==> config.mk <==
export PLATFORM = sky130hd
export DESIGN_NAME = safety_monitor_nch
export DESIGN_NICKNAME = d
export VERILOG_FILES = /design/src/rtl/safety_monitor_nch.sv
export SDC_FILE = /design/constraint.sdc
export NUM_CORES = 1
export LEC_CHECK = 0
export ABC_AREA = 1
export CAP_MARGIN = 20
export CORE_ASPECT_RATIO = 1.75
export CORE_UTILIZATION = 46
export DETAILED_ROUTE_END_ITERATION = 7
export MAX_ROUTING_LAYER = met4
export PLACE_DENSITY = 0.86
export SYNTH_ARGS = -nofsm -noshare
export SYNTH_HDL_FRONTEND = slang
export SYNTH_SLANG_ARGS = --single-unit
==> constraint.sdc <==
create_clock -name sysclk -period 3.66 [get_ports sysclk]
set_clock_uncertainty 0.1 [all_clocks]
set_input_delay 0.366 -clock sysclk [delete_from_list [all_inputs] [get_ports sysclk]]
set_output_delay 0.366 -clock sysclk [all_outputs]
set_load 0.1 [all_outputs]
==> src/rtl/safety_monitor_nch.sv <==
// rtl/safety_monitor_nch.sv - time-multiplexed current-limit monitor with per-channel persistence filters
// One comparator scans all channels round-robin; trips latch amp-disable bits cleared over the register bus.
module safety_monitor_nch #(
    parameter int unsigned NUM_CHAN = 4,
    parameter int unsigned DATA_W   = 16,
    parameter int unsigned LIMIT    = 4,
    parameter int unsigned MARGIN   = 16'h0100,
    parameter int unsigned LEAKY    = 0,
    parameter int unsigned ADDR     = 16'h000A
) (
    input  logic                         sysclk,
    input  logic                         reset,
    input  logic [NUM_CHAN*DATA_W-1:0]   cur_fb,
    input  logic [NUM_CHAN*DATA_W-1:0]   cur_cmd,
    input  logic                         reg_wen,
    input  logic [15:0]                  reg_waddr,
    input  logic [31:0]                  reg_wdata,
    input  logic [15:0]                  reg_raddr,
    output logic [31:0]                  reg_rdata,
    output logic [NUM_CHAN-1:0]          amp_disable,
    output logic                         trip_any
);

    localparam int unsigned IDX_W = (NUM_CHAN > 1) ? $clog2(NUM_CHAN) : 1;
    localparam int unsigned CNT_W = 8;
    localparam int unsigned THR_W = DATA_W + 2;
    localparam logic [CNT_W-1:0]  LIM  = CNT_W'(LIMIT);
    localparam logic [DATA_W-1:0] HALF = {1'b1, {(DATA_W-1){1'b0}}};

    // Offset-binary to magnitude; full-scale negative (all zeros) maps to HALF.
    function automatic logic [DATA_W-1:0] mag_f(input logic [DATA_W-1:0] x);
        return x[DATA_W-1] ? (x - HALF) : (HALF - x);
    endfunction

    logic [IDX_W-1:0]  idx_q, idx_d;
    logic              v1_q, v1_d;
    logic [IDX_W-1:0]  ch1_q, ch1_d;
    logic [DATA_W-1:0] fbmag_q, fbmag_d;
    logic [THR_W-1:0]  thr_q, thr_d;
    logic [CNT_W-1:0]  cnt_q [NUM_CHAN];
    logic [CNT_W-1:0]  cnt_d [NUM_CHAN];
    logic [NUM_CHAN-1:0] amp_q, amp_d;
    logic              first_valid_q, first_valid_d;
    logic [3:0]        first_idx_q, first_idx_d;

    logic [DATA_W-1:0] fb_sel, cmd_sel;
    logic [CNT_W-1:0]  cnt_cur, cnt_upd;
    logic              viol, trip, clr_hit;
    logic [NUM_CHAN-1:0] clr_mask;

    wire unused_wdata = &{1'b0, reg_wdata[31:NUM_CHAN]};

    always_comb begin
        fb_sel  = '0;
        cmd_sel = '0;
        for (int k = 0; k < int'(NUM_CHAN); k++) begin
            if (idx_q == IDX_W'(k)) begin
                fb_sel  = cur_fb[k*DATA_W +: DATA_W];
                cmd_sel = cur_cmd[k*DATA_W +: DATA_W];
            end
        end
    end

    always_comb begin
        idx_d   = (idx_q == IDX_W'(NUM_CHAN - 1)) ? '0 : idx_q + 1'b1;
        v1_d    = 1'b1;
        ch1_d   = idx_q;
        fbmag_d = mag_f(fb_sel);
        thr_d   = {1'b0, mag_f(cmd_sel), 1'b0} + THR_W'(MARGIN);
    end

    // Stage 2: persistence counter update for the channel captured last cycle.
    always_comb begin
        viol    = v1_q && ({2'b00, fbmag_q} > thr_q);
        cnt_cur = '0;
        for (int k = 0; k < int'(NUM_CHAN); k++) begin
            if (ch1_q == IDX_W'(k)) cnt_cur = cnt_q[k];
        end
        if (viol) begin
            cnt_upd = (cnt_cur == LIM) ? LIM : cnt_cur + 1'b1;
        end else if (LEAKY != 0) begin
            cnt_upd = (cnt_cur == '0) ? '0 : cnt_cur - 1'b1;
        end else begin
            cnt_upd = '0;
        end
        trip = viol && (cnt_upd == LIM);
    end

    always_comb begin
        clr_hit  = reg_wen && (reg_waddr == 16'(ADDR));
        clr_mask = clr_hit ? reg_wdata[NUM_CHAN-1:0] : '0;
        amp_d    = amp_q;
        for (int k = 0; k < int'(NUM_CHAN); k++) begin
            cnt_d[k] = cnt_q[k];
            if (v1_q && (ch1_q == IDX_W'(k))) cnt_d[k] = cnt_upd;
            // A trip outranks a clear landing on the same edge.
            if (trip && (ch1_q == IDX_W'(k))) begin
                amp_d[k] = 1'b1;
            end else if (clr_mask[k]) begin
                amp_d[k] = 1'b0;
                cnt_d[k] = '0;
            end
        end

        first_valid_d = first_valid_q;
        first_idx_d   = first_idx_q;
        if (!first_valid_q && trip) begin
            first_valid_d = 1'b1;
            first_idx_d   = 4'(ch1_q);
        end else if (clr_hit && (amp_d == '0)) begin
            first_valid_d = 1'b0;
            first_idx_d   = '0;
        end
    end

    always_ff @(posedge sysclk or negedge reset) begin
        if (!reset) begin
            idx_q         <= '0;
            v1_q          <= 1'b0;
            ch1_q         <= '0;
            fbmag_q       <= '0;
            thr_q         <= '0;
            amp_q         <= '0;
            first_valid_q <= 1'b0;
            first_idx_q   <= '0;
            for (int k = 0; k < int'(NUM_CHAN); k++) cnt_q[k] <= '0;
        end else begin
            idx_q         <= idx_d;
            v1_q          <= v1_d;
            ch1_q         <= ch1_d;
            fbmag_q       <= fbmag_d;
            thr_q         <= thr_d;
            amp_q         <= amp_d;
            first_valid_q <= first_valid_d;
            first_idx_q   <= first_idx_d;
            for (int k = 0; k < int'(NUM_CHAN); k++) cnt_q[k] <= cnt_d[k];
        end
    end

    assign amp_disable = amp_q;
    assign trip_any    = |amp_q;
    assign reg_rdata   = (reg_raddr == 16'(ADDR))
                       ? {first_valid_q, 3'b000, first_idx_q, 8'h00, 16'(amp_q)}
                       : 32'h0;

endmodule

After elaboration in Yosys (flattened, before gate mapping)
Cells that the tools add are included.

Flip-flop bits (word level): 80. Input bits: 195.

Add/subtract/negate cells: 7. Order comparisons: 1. Equality and inequality tests: 10. Muxes and demuxes: 43. Reductions and logical operators: 19.

Operator list (number): $mux 16 (10); $mux 8 (18); $eq 16x4->1 const B (2); $mux 32 (1); $sub 16x16->16 const A (2); $sub 16x16->16 const B (2); $add 17x9->18 const B (1); $gt 16x18->1 (1); $eq 8x3->1 const B (2); $logic_and 1x1->1 (13); $mux 4 (3); $mux 1 (10); $add 8x1->8 const B (1); $eq 2x2->1 const B (4); $eq 2x1->1 const B (2); $logic_not 2->1 (2); $logic_not 4->1 (1); $reduce_or 4->1 (1); $add 2x1->2 const B (1); $mux 2 (1); $reduce_bool 2->1 (1); $logic_not 1->1 (1).

Longest topological paths before layout
Gate-level depths: netlist (run 1).

Depth after elaboration: 16. Gate-level depth with buffers: 22. Mapped depth without buffers: 22.

Worst setup path after synthesis (run 1)
Ideal clock, no wire load.

Kind: register -> output. From: register amp_q[2] (netlist: amp_disable[2]). To: output reg_rdata[2]. Arrival time: 2409 ps. Data required time: 3194 ps. Path slack: 785 ps. Stages on the path, launching flop included: 3. Path buffers: 0. Cells stage by stage: dfrtp_1 > inv_1 > nor2_1.

Cells in the longest elaborated chain, start to end: 1.

RTL lines: start, declared (line 42) `logic [NUM_CHAN-1:0] amp_q, amp_d;`; start signal, assigned (line 133) `amp_q <= amp_d;`; $mux 32 (line 143) `? {first_valid_q, 3'b000, first_idx_q, 8'h00, 16'(amp_q)}`; end, declared (line 19) `output logic [31:0] reg_rdata,`.

Every way passes these cells.

Worst setup path in the final report (run 1)
From: register idx_q[0] (netlist: ch1_d[0]). To: register thr_q[12].

Cells in the longest elaborated chain, start to end: 8. Elaborated cells between the ends (all ways): 12.

RTL lines: start, declared (line 35) `logic [IDX_W-1:0] idx_q, idx_d;`; start signal, assigned (line 128) `idx_q <= idx_d;`; $logic_not 2->1 (line 57) `if (idx_q == IDX_W'(k)) begin`; $mux 16 (3 in series) (line 57); $mux 16 (*) (line 57); $sub 16x16->16 (line 32) `return x[DATA_W-1] ? (x - HALF) : (HALF - x);`; $mux 16 (*) (line 32); $add 17x9->18 (*) (line 69) `thr_d = {1'b0, mag_f(cmd_sel), 1'b0} + THR_W'(MARGIN);`; named net thr_d[12] (line 39) `logic [THR_W-1:0] thr_q, thr_d;`; end signal, assigned (line 132) `thr_q <= thr_d;`; end, declared (line 39).

Mark *: on every way through the listed nets, which the timed path passes. The rest lies on a longest branch. A chain may end at the register's enable or synchronous reset.

==> results of run 1 <==
layout by cell type, fill, tap and decap left out, types with 3 or more instances in the layout:
| cell | instances |
|---|---|
| nand2_2 | 11 |
| dfrtp_1 | 77 |
| nor2_1 | 64 |
| inv_2 | 8 |
| clkdlybuf4s50_1 | 170 |
| xor2_1 | 16 |
| a221oi_1 | 3 |
| clkbuf_1 | 3 |
| inv_1 | 104 |
| xnor2_1 | 7 |
| nor3_2 | 3 |
| buf_4 | 22 |
| conb_1 | 27 |
| nor4_1 | 10 |
| o21a_1 | 10 |
| ha_1 | 24 |
| nand3_1 | 39 |
| nand2_1 | 263 |
| clkbuf_16 | 9 |
| o21ai_0 | 28 |
| nor2_2 | 11 |
| nand3_2 | 13 |
| o21ai_2 | 14 |
| a22o_1 | 10 |
| a21oi_2 | 3 |
| o31ai_1 | 6 |
| nand4_1 | 14 |
| a21oi_1 | 62 |
| nor2_4 | 5 |
| o21ai_1 | 11 |
critical path, stage by stage, from the launching register on:
cell and delay [ns]:
dfrtp_1 0.41, ha_1 0.52, inv_2 0.25, buf_4 0.27, o21ai_2 0.36, inv_2 0.21, nand3b_1 0.13, nand2_1 0.12
inv_1 0.08, ha_1 0.17, inv_1 0.08, nor3_2 0.24, xor2_1 0.17
area by class of cell:
type | count | area [um^2] | area share
Inverter | 115 | 437 | 0.0524
Clock inverter | 2 | 10.0 | 0.00120
Multi-Input combinational cell | 677 | 3630 | 0.435
Clock buffer | 13 | 250 | 0.0300
Tap cell | 174 | 218 | 0.0261
Sequential cell | 77 | 1930 | 0.231
Timing Repair Buffer | 192 | 1870 | 0.224
per-layer routing:
layer  global-route usage  vias to the layer above
li1                     -                     3182
met1                0.216                     2887
met2                0.518                      240
met3               0.0362                       61
met4                0.158                        0
met5                    -                        -
state kept, by name, summed over array words and instances (netlist names):
register,flops
cnt_q,32
thr_q,17
fbmag_q,16
amp_disable,4
ch1_d,2
ch1_q,2
first_idx_q,2
first_valid_q,1
v1_q,1
how the worst min path moves through the flow:
stage	from	to	slack, ns	cells past startpoint
final	reset	cnt_q[5]$_DFF_PN0_	0.05	1
after CTS	reset	cnt_q[4]$_DFF_PN0_	0.10	1
after detailed placement	ch1_d[1]$_DFF_PN0_	ch1_q[1]$_DFF_PN0_	0.34	0
after global routing	reset	cnt_q[4]$_DFF_PN0_	0.14	1
after global placement	ch1_d[1]$_DFF_PN0_	ch1_q[1]$_DFF_PN0_	0.31	0
after floorplan	reset	amp_disable[0]$_DFF_PN0_	-0.03	0
power by group through the flow:
| stage | Clock [W] | Sequential [W] | Combinational [W] |
|---|---|---|---|
| CTS | 0.000786 | 0.000917 | 0.000606 |
| floorplan | 0 | 0.000925 | 0.000365 |
| global placement | 0 | 0.000929 | 0.000582 |
| finish | 0.000782 | 0.000917 | 0.000606 |
| detailed placement | 0 | 0.000931 | 0.000597 |
| global route | 0.000818 | 0.000921 | 0.000665 |
kinds of logic (layout without fill, tap and decap cells):
group / count (synthesis) / in the layout / synth area share
other cells: 2 / 27 / 0.00119
flops: 77 / 77 / 0.305
xor+xnor: 23 / 23 / 0.0319
buf+inv: 167 / 322 / 0.135
simple gates: 447 / 447 / 0.327
fa+ha+maj: 24 / 24 / 0.0476
compound gates: 156 / 156 / 0.152
stage by stage:
stage | std cells | area, um^2
4_1_cts | 1250 | 8340
3_5_place_dp | 1235 | 8080
6_report | 1250 | 8340
5_1_grt | 1250 | 8340
3_3_place_gp | 1235 | 8080
2_1_floorplan | 921 | 6400
==> impl_metrics.toml, run 1 <==
[sta]
min_period_ns = 3.22
layout_setup_ws_ns = 0.439
tns_ns = 0
timing.final.crit_share = 0.880
hold_viol_final = 0
maxSlewViolCount = 0
rsz0062_at_grt = "no"
worstMarginPinSlew_ns = 0.978
fmax_mhz = 310
setup_viol = 0
whs_ns = 0.0527
relSlewSlack = 0.346

[power]
leakagePower_nw = 4.10
p_clk_frac = 0.339
seq_power_share = 0.398
power.density_nw_per_um2 = 277
power.switching_w = 0.000670
vdd_drop_max_uv = 167
combPwrFrac = 0.263
power.internal_w = 0.00163
swShare = 0.291
power_w = 0.00230

[floorplanning]
initial_core_util = 0.471
io_pins = 232
core_area_um2 = 13400
dieArea_um2 = 14200
die_w_um = 90.5
num_rows = 56
die_h_um = 157

[cells_and_area]
areaGrowthSynthToFinish_pct = 32.1
n_fill_cell = 1150
fin_nets = 1291
diodes = 0
post-route-util = 0.623
layout-drive-gt1-share = 0.104

[logic_synthesis]
synthArstFlopShare = 1.00
synth_top_cells_by_count = "263 x nand2_1, 104 x inv_1, 77 x dfrtp_1"
ys.flop_type = "dfrtp_1"
synth_warnings = 0
synthTopCellsByArea = "dfrtp_1 31%, nand2_1 16%, inv_1 6.2%"
yosys.cell_types.count = 51
ys_ff_latch = 77
syn_area_per_cell_um2 = 7.04
netlist_area_um2 = 6310
synthesis.instances = 896
synth_area_leader_cell = "dfrtp_1"
synth_seq_area_share = 0.305
synthMostInstantiatedCell = "nand2_1"
synth_enable_flop_cells = 0
synth_top_area_frac = 0.305

[global_route]
grt_max_degree = 78
grt_use_total = 0.257
grt_pass1_vias = 6409
antenna_found_initial = 0
grt-ovfl-total = 0
grt_pass1_wl_um = 28000

[routing]
via_count = 6370
wl_met3_um = 700
wl_met2_um = 10200
wl_um = 17400
drtAntennaViolNets = 0
met1Wirelength_um = 5660
firstDrtPassIters = 7
initialDrtViolationCount = 329
post_drt_wl_per_cell_um = 13.9
via_per_inst = 5.10
highest_layer = "met4"
drc = 0

[setup_path]
crit_start = "ch1_d[0]$_DFF_PN0_"
critPathMaxFanout = 20
endpoint = "thr_q[12]$_DFF_PN0_"
critPathKind = "flip-flop to flip-flop"
worstSetupStartpointType = "flip-flop"
r2r_start = "ch1_d[0]$_DFF_PN0_"
arrival_ns = 3.37
r2r_slack_ns = 0.44
rr_worst_depth = 12
reg2reg_to = "thr_q[12]$_DFF_PN0_"
critical_path_required_ns = 3.81
critPathCaptureType = "flip-flop"

[clock_tree]
cts_resized = 0
cts_tree = "built"
htreeDepth = 3
cts-buffers-inserted = 9
clockBufferDepth = 2
cts_sinks = 77
cts_root_buf = "clkbuf_16"
post-cts-setup-buffer-count = 0
holdBufCountCts = 0
clk_latency_ns = 0.33
clk_pin_slew_ns = 0.06

[placement]
hpwl_um = 14300
gp_congestion = 0.933
port_buffers = 178
place_ws_ns = 0.463

[run]
cap_viol_max_count = 0

[status]
outcome = "finished, final reports clean"

[hold_path]
hold_path_class = "primary input to asynchronous set/reset pin"
Power figures use the tool's default switching activity.
==> run 2, diff against run 1 <==
--- a/config.mk
+++ b/config.mk
@@ -8,3 +8,2 @@
 export ABC_AREA = 1
-export CAP_MARGIN = 20
 export CORE_ASPECT_RATIO = 1.75
==> constraint.sdc (replaced) <==
create_clock -name sysclk -period 3.5 [get_ports sysclk]
set_clock_uncertainty 0.1 [all_clocks]
set_input_delay 0.35 -clock sysclk [delete_from_list [all_inputs] [get_ports sysclk]]
set_output_delay 0.35 -clock sysclk [all_outputs]
set_load 0.01 [all_outputs]
==> run 2 against run 1 <==
Effect of this change: highest routed layer unchanged; die area unchanged; critical endpoint is now thr_q[16]$_DFF_PN0_; non-clock buffer count up 2; setup slack worse by 0.14 ns; sequential cell count unchanged; first-iteration DRC count up 7.6%.
==> impl_metrics.toml, run 2 (synthesis results as in run 1) <==
[floorplanning]
num_rows = 56
core_area_um2 = 13400
die_h_um = 157
die_w_um = 90.5
dieArea_um2 = 14200
initial_core_util = 0.471
io_pins = 232

[setup_path]
critPathTopFamily = "buffers and inverters"
critPathMaxFanout = 23
critPathSlowestCell = "dfrtp_1"
worstSetupStartpointType = "flip-flop"
critical_path_required_ns = 3.66
critPathKind = "flip-flop to flip-flop"
crit_chain = "inv_1, ha_1, inv_2, buf_4, o211ai_1, o21ai_2, inv_2, nand2_1, nand2_1, nand2_1, inv_1, ha_1, inv_1, nor3_2, nand4_1, nand2_1"
critPathCaptureType = "flip-flop"
critical-path-max-stage-delay_ns = 0.42
cp_num_buf_inv = 6
cp_common_cell = "nand2_1"
arrival_ns = 3.36

[clock_tree]
clockBufferDepth = 2
cts_tree = "built"
htreeDepth = 3
cts-buffers-inserted = 9
cts_resized = 0
post-cts-setup-buffer-count = 0
cts_root_buf = "clkbuf_16"
clk_latency_ns = 0.33
cts_sinks = 77
holdBufCountCts = 0
clk_pin_slew_ns = 0.06

[sta]
min_period_ns = 3.20
fmax_mhz = 312
hold_viol_final = 0
timing.final.crit_share = 0.915
worstMarginPinSlew_ns = 0.942
maxSlewViolCount = 0
rsz0062_at_grt = "no"
relSlewSlack = 0.372
tns_ns = 0
setup_viol = 0

[power]
power.density_nw_per_um2 = 296
leakagePower_nw = 4.12
vdd_drop_max_uv = 196

[global_route]
grt_max_degree = 78
antenna_found_initial = 0
grt-ovfl-total = 0
grt_pass1_wl_um = 29200
grt_pass1_vias = 6452
grt_use_total = 0.267

[placement]
port_buffers = 178
hpwl_um = 14400
gp_congestion = 0.919
dp_cells = 1237

[cells_and_area]
final_cells = 1253
largest_register_ffs = 32
diodes = 0
layout-drive-gt1-share = 0.101
top_regs = "cnt_q: 32 flops, thr_q: 17 flops, fbmag_q: 16 flops"
areaGrowthSynthToFinish_pct = 33.7
mostFrequentLayoutCell = "nand2_1"
top_register = "cnt_q"
fin_nets = 1293
final_cell_mix = "263 x nand2_1, 177 x clkdlybuf4s50_1, 104 x inv_1"

[run]
cap_viol_max_count = 0

[routing]
post_drt_wl_per_cell_um = 14.4
initialDrtViolationCount = 354
via_count = 6408
firstDrtPassIters = 5
drc = 0
wl_um = 18100
drtAntennaViolNets = 0
via_per_inst = 5.11

[status]
outcome = "finished, final reports clean"

[hold_path]
hold_path_class = "primary input to asynchronous set/reset pin"
[run 2: changes by cell type in the layout (fill, tap and decap cells not counted)]
cell / previous run / this run
bufinv_16: 0 / 2
clkbuf_1: 3 / 2
clkinv_2: 2 / 0
buf_4: 22 / 17
clkbuf_8: 1 / 2
clkdlybuf4s50_1: 170 / 177
clkinvlp_4: 0 / 1
[run 2: through the flow]
step                utilization  setup WS [ns]  area (um^2)  total power [W]  hold WS [ns]
finish                    0.630          0.299         8440          0.00250        0.0532
global route              0.630        0.00462         8440          0.00260         0.139
CTS                       0.630          0.295         8440          0.00250        0.0909
detailed placement        0.606          0.431         8110          0.00150         0.328
global placement          0.606          0.542         8110          0.00148         0.313
floorplan                     -          0.881         6400          0.00124       -0.0456
[run 2: power by group]
| part | leakage (nW) | switching, W | internal [W] |
|---|---|---|---|
| Sequential | 0.951 | 0.0000201 | 0.000940 |
| Combinational | 3.01 | 0.000255 | 0.000278 |
| Clock | 0.156 | 0.000344 | 0.000664 |
[run 2: cell type report]
class | count | area (um^2)
clock buffers | 13 | 260
clock inverters | 3 | 67.6
fillers | 1136 | 4950
inverters | 115 | 437
multi-input cells | 677 | 3630
flip-flops and latches | 77 | 1930
well taps | 174 | 218
repair buffers | 194 | 1900
[run 2: worst paths after layout]
check / start / to / slack, ns / cells after the start
max: ch1_d[0]$_DFF_PN0_ / thr_q[16]$_DFF_PN0_ / 0.30 / 16
min: reset / cnt_q[5]$_DFF_PN0_ / 0.05 / 1
max reg2reg: ch1_d[0]$_DFF_PN0_ / thr_q[16]$_DFF_PN0_ / 0.30 / 16
min reg2reg: ch1_d[1]$_DFF_PN0_ / ch1_q[1]$_DFF_PN0_ / 0.34 / 0
max in group asynchronous: reset / cnt_q[7]$_DFF_PN0_ / 2.63 / 1
min in group sysclk: ch1_d[1]$_DFF_PN0_ / ch1_q[1]$_DFF_PN0_ / 0.34 / 0
[run 2: worst register-to-register path, delay by kind of cell, from the launching register on]
| family | cells | cell delay (ns) |
|---|---|---|
| compound gates | 2 | 0.40 |
| fa+ha+maj | 2 | 0.49 |
| buf+inv | 6 | 0.89 |
| flops | 1 | 0.42 |
| simple gates | 6 | 0.81 |
[run 2: metal layers]
layer	routed length [um]	GRT usage	part of all wire	up-vias
met3	618	0.0251	0.034	62
li1	-	-	-	3195
met5	0	-	0	-
met2	10600	0.538	0.59	234
met1	5920	0.236	0.33	2917
met4	910	0.156	0.050	0
